<file path="src/rtl/arc4_smem_arbiter_if.sv">
// arc4_smem_arbiter_if: requester-side bus between the ARC4 phase FSMs and the S memory arbiter.
interface arc4_smem_arbiter_if #(
    parameter int N_REQ = 3,
    parameter int AW = 8,
    parameter int DW = 8
);
    logic [N_REQ-1:0] req;
    logic [N_REQ-1:0] wr;
    logic [N_REQ*AW-1:0] addr;
    logic [N_REQ*DW-1:0] wrdata;
    logic [N_REQ-1:0] gnt;
    logic [N_REQ-1:0] rdvalid;
    logic [DW-1:0] rddata;
    modport master(output req, wr, addr, wrdata, input gnt, rdvalid, rddata);
    modport slave(input req, wr, addr, wrdata, output gnt, rdvalid, rddata);
endinterface

</file>
<file path="src/rtl/arc4_smem_arbiter.sv">
// arc4_smem_arbiter: locked round-robin sharing of the single-port S memory with read-data return routing.
module arc4_smem_arbiter #(
    parameter int N_REQ = 3,
    parameter int AW = 8,
    parameter int DW = 8
) (
    input  logic clk,
    input  logic rst,
    arc4_smem_arbiter_if.slave bus,
    output logic [AW-1:0] mem_addr,
    output logic [DW-1:0] mem_wrdata,
    output logic mem_wren,
    input  logic [DW-1:0] mem_q
);
    localparam int IW = $clog2(N_REQ);
    typedef enum logic {IDLE, OWNED} state_t;
    state_t state;
    logic [IW-1:0] owner, ptr, rd_tag, base, idx, nxt;
    logic [N_REQ-1:0] gnt;
    logic any, acc, rd_pending;
    // Search starts one past the current owner (or the last owner when idle), so the releasing owner comes last.
    always_comb begin
        base = (state == OWNED) ? owner : ptr;
        idx = '0;
        nxt = '0;
        any = 1'b0;
        for (int i = N_REQ; i >= 1; i--) begin
            idx = IW'((int'(base) + i) % N_REQ);
            if (bus.req[idx]) begin
                nxt = idx;
                any = 1'b1;
            end
        end
    end
    assign acc = (state == OWNED) && bus.req[owner];
    assign mem_addr = acc ? bus.addr[int'(owner)*AW +: AW] : '0;
    assign mem_wrdata = acc ? bus.wrdata[int'(owner)*DW +: DW] : '0;
    assign mem_wren = acc & bus.wr[owner];
    assign bus.gnt = gnt;
    assign bus.rdvalid = rd_pending ? N_REQ'(1) << rd_tag : '0;
    assign bus.rddata = mem_q;
    always_ff @(posedge clk or posedge rst) begin
        if (rst) begin
            state <= IDLE;
            owner <= '0;
            ptr <= IW'(N_REQ - 1);
            gnt <= '0;
            rd_pending <= 1'b0;
            rd_tag <= '0;
        end else begin
            rd_pending <= acc & ~bus.wr[owner];
            rd_tag <= owner;
            if (state == IDLE || !bus.req[owner]) begin
                if (state == OWNED) ptr <= owner;
                state <= any ? OWNED : IDLE;
                owner <= any ? nxt : owner;
                gnt <= any ? N_REQ'(1) << nxt : '0;
            end
        end
    end
endmodule
</file>
<file path="src/flat_wrapper.sv">
// flat-port wrapper written by rule: the top's interface ports become plain ports
module arc4_smem_arbiter_flat 
#(
    parameter int N_REQ = 3,
    parameter int AW = 8,
    parameter int DW = 8
)
  (clk, rst, mem_addr, mem_wrdata, mem_wren, mem_q, bus_req, bus_wr, bus_addr, bus_wrdata, bus_gnt, bus_rdvalid, bus_rddata);
  arc4_smem_arbiter_if #(.N_REQ(N_REQ), .AW(AW), .DW(DW)) bus_i ();
  input  logic clk;
  input  logic rst;
  output logic [AW-1:0] mem_addr;
  output logic [DW-1:0] mem_wrdata;
  output logic mem_wren;
  input  logic [DW-1:0] mem_q;
  input wire logic [$bits(bus_i.req)-1:0] bus_req;
  input wire logic [$bits(bus_i.wr)-1:0] bus_wr;
  input wire logic [$bits(bus_i.addr)-1:0] bus_addr;
  input wire logic [$bits(bus_i.wrdata)-1:0] bus_wrdata;
  output wire logic [$bits(bus_i.gnt)-1:0] bus_gnt;
  output wire logic [$bits(bus_i.rdvalid)-1:0] bus_rdvalid;
  output wire logic [$bits(bus_i.rddata)-1:0] bus_rddata;
  assign bus_i.req = bus_req;
  assign bus_i.wr = bus_wr;
  assign bus_i.addr = bus_addr;
  assign bus_i.wrdata = bus_wrdata;
  assign bus_gnt = bus_i.gnt;
  assign bus_rdvalid = bus_i.rdvalid;
  assign bus_rddata = bus_i.rddata;
  arc4_smem_arbiter #(.N_REQ(N_REQ), .AW(AW), .DW(DW)) u_core (.clk(clk), .rst(rst), .bus(bus_i), .mem_addr(mem_addr), .mem_wrdata(mem_wrdata), .mem_wren(mem_wren), .mem_q(mem_q));
endmodule
</file>
<file path="config.mk">
export PLATFORM = sky130hd
export DESIGN_NAME = arc4_smem_arbiter_flat
export DESIGN_NICKNAME = d
export VERILOG_FILES = /design/src/rtl/arc4_smem_arbiter_if.sv /design/src/rtl/arc4_smem_arbiter.sv /design/src/flat_wrapper.sv
export SDC_FILE = /design/constraint.sdc
export NUM_CORES = 1
export LEC_CHECK = 0
export CAP_MARGIN = 20
export CORE_ASPECT_RATIO = 0.5
export CORE_UTILIZATION = 33
export CTS_CLUSTER_DIAMETER = 100
export DETAILED_ROUTE_END_ITERATION = 6
export GPL_ROUTABILITY_DRIVEN = 0
export PLACE_DENSITY_LB_ADDON = 0.05
export SETUP_SLACK_MARGIN = 0.05
export SYNTH_ARGS = -nofsm -noshare
export SYNTH_HDL_FRONTEND = slang
export SYNTH_SLANG_ARGS = --single-unit
</file>
<file path="constraint.sdc">
create_clock -name clk -period 3.7 [get_ports clk]
set_clock_uncertainty 0.05 [all_clocks]
set_input_delay 0.555 -clock clk [delete_from_list [all_inputs] [get_ports clk]]
set_output_delay 0.555 -clock clk [all_outputs]
set_load 0.05 [all_outputs]
</file>
==> results.md <==
* Outcome: completed
* Port Buffers at roughly 80
* Register bit total from synthesis at 11
* Net Count, Synth at 219
* Synthesis-to-finish area growth at 80.25%
* Switch share at 0.4901
* Crit path kind: input port to primary output
* Final Hold Viols at 0
* Critical path startpoint: bus_req[0]
* Final Cycle Share at 0.8109
* Antenna violations before repair at 0
* LEAKAGE at 0.9166 nW
* Synth top area cells: dfrtp_1 (21%), mux2i_1 (17%), nor2_1 (12%)
* CTS tree: done
* Initial drt markers at 72
* Fmax at 333.3 MHz
* Antenna diodes at 0
* Final setup viols at 0
* Layout Utilization at 0.6250
* CTS root buffer: clkbuf_8
* # IOs at 95
* Startpoint types: input port
* Routed len/inst at 12.45 um
* Post-synth EDFFs at 0
* Die ar. at 3888 um2
* Unique masters post-synth at 36
* Clk buf depth at 2
* Design Power at approximately 1.7 mW
* Max VDD drop at 0.2725 mV
* Worst EP arrival at about 2400 ps
* Setup bufs post-CTS at 0
* Pre-CTS WS at 698.7 ps
* Critical path endpoint category: primary output
* Most frequent cells in the layout: clkdlybuf4s50_1 (61), nor2_1 (37), a21oi_1 (22), mux2i_1 (20), buf_12 (17)
* Share of post-route cells with drive strength above 1 at 0.1468
* Worst r2r src: u_core.owner[1]
* Synth area leader: dfrtp_1
* Hpwl dp at 2757 um
* Hold path start: u_core.bus.gnt[0]
* Synth Warn # at 0
* Sequential group share of total power at 0.126
* Clock-pin slew on the worst setup and hold paths at ~50 ps
* Int Pwr at 0.8487 mW
* Final Routed Wirelength at about 3300 um
* Critical Path RT at 3090 ps
* Die Span Y at 44.60 um
* Core Area at between 3000 and 4000 um2
* Worst skew pair latency at 240 ps
* Initial Util at 0.3467
* Psw at 0.8157 mW
* Primary FF master, synth: dfrtp_1
* Clock sinks at 11
* Post-Syn Area at 1197 um2
* Hold Crit Class: register to register
* Ys async rst share at 1.000
* H-tree depth at 1
* Measured slew at the worst slew-check pin at 744.6 ps
* Final Max Slew Viols at 0
* Slack of the critical path at 699.6 ps
* Gr usage total at 0.1823
* DIE WIDTH at roughly 87 um
* Synth top area share at 0.2090
* Final net count at 287
* Clk pwr share at 0.071
* Power Dens Cells at slightly below 800 nW/um2
* Routed Antenna Nets at 0
* Via count at roughly 1300
* Fillers at between 300 and 400
* First-pass GRT wire length at 5464 um
* Final setup TNS at 0 ps
* Min cycle time layout at 3000 ps
* DR vias/cell at approximately 4.8
* Total iterations of the first detailed-routing run at 4
* FP Rows at 15
* Overflow after GRT at 0
* Unrepaired setup endpoints after global routing: false
* Number of buffers created by CTS at 3
* CTS resizes at 0
* Sequential element share of the synthesized area at 0.2309
* Logic pwr share at 0.803
* Vias in the first global route at 1232
* Worst slew margin at 0.5024
* Drt drc at 0
* Synthesized instance count at 151
* Critical path peak fanout at 22
* Most common cell after layout, fill and taps aside: clkdlybuf4s50_1
* Average cell area after synthesis at 7.930 um2
* Largest net degree at the start of global routing at 23
* Hold Buf Count CTS at 0
* Max Cap Viol at 0
stage by stage:
step | cells | hold slack (ps) | instance area, um2
CTS | 269 | 441.3 | 2158
detailed placement | 265 | 431.0 | 2113
floorplan | 151 | 335.9 | 1197
global route | 269 | 476.0 | 2158
finish | 269 | 437.5 | 2158
global placement | 265 | 420.2 | 2113
flip-flops by register name, indices dropped and copies added (netlist names):
register           cells
u_core.rd_pending      1
u_core.state           1
u_core.rd_tag          2
u_core.bus.gnt         3
u_core.owner           2
u_core.ptr             2
cells by family (layout without fill, tap and decap cells):
| kind of cell | count (synthesis) | count (layout) | synth area share |
|---|---|---|---|
| buffers and inverters | 22 | 89 | 0.1139 |
| multiplexers | 22 | 22 | 0.1891 |
| flip-flops | 11 | 11 | 0.2309 |
| AO/OA/AOI/OAI | 34 | 34 | 0.1797 |
| adder cells (fa/ha/maj) | 4 | 4 | 0.04180 |
| AND/OR/NAND/NOR | 58 | 58 | 0.2445 |
final cells by class:
| type | count | area [um2] | share of cell area |
|---|---|---|---|
| timing repair buffer | 81 | 973.4 | 0.4510 |
| sequential | 11 | 276.5 | 0.1281 |
| inverter | 4 | 15.01 | 0.006957 |
| clock buffer | 4 | 45.04 | 0.02087 |
| multi-input combinational | 118 | 784.5 | 0.3635 |
| tap | 51 | 63.81 | 0.02957 |
routing by layer:
metal	GRT usage	wire length [um]	up-vias
li1	-	-	642
met1	0.2248	1456	593
met2	0.3118	1605	49
met3	0.06530	265	2
met4	0.03934	22	0
met5	0	0	-
power groups by stage:
stage                     registers (mW)  logic, mW  clock network [mW]
after CTS                          0.210       1.35               0.120
after floorplan                    0.236      0.867                   0
after global routing               0.216       1.43               0.127
after global placement             0.210       1.33                   0
final                              0.209       1.34               0.118
after detailed placement           0.212       1.34                   0
synthesized netlist by cell type, types with 2 or more instances:
master	n
nor2_1	37
a21oi_1	22
mux2i_1	20
buf_4	10
dfrtp_1	10
nand2_1	5
clkbuf_1	4
ha_1	4
inv_1	4
nand2b_1	4
and2_1	3
a21o_1	2
and3b_1	2
buf_6	2
final timing paths:
check / endpoint / slack, ps / depth (start not counted)
worst max-delay path: mem_addr[0] / 700 / 6
max in group asynchronous: u_core.ptr[1] / 2710 / 2
worst min register to register: u_core.bus.gnt[0] / 440 / 1
min in group asynchronous: u_core.owner[0] / 560 / 2
worst max register to register: u_core.owner[1] / 950 / 8
worst min-delay path: u_core.bus.gnt[0] / 440 / 1
worst max-delay path, stage by stage:
cell and delay (ps):
clkdlybuf4s50_1 540, mux2i_1 90, o2bb2ai_1 190, nand2_1 460, nor2_1 370, buf_12 180
(Power assumes the default switching activity.)
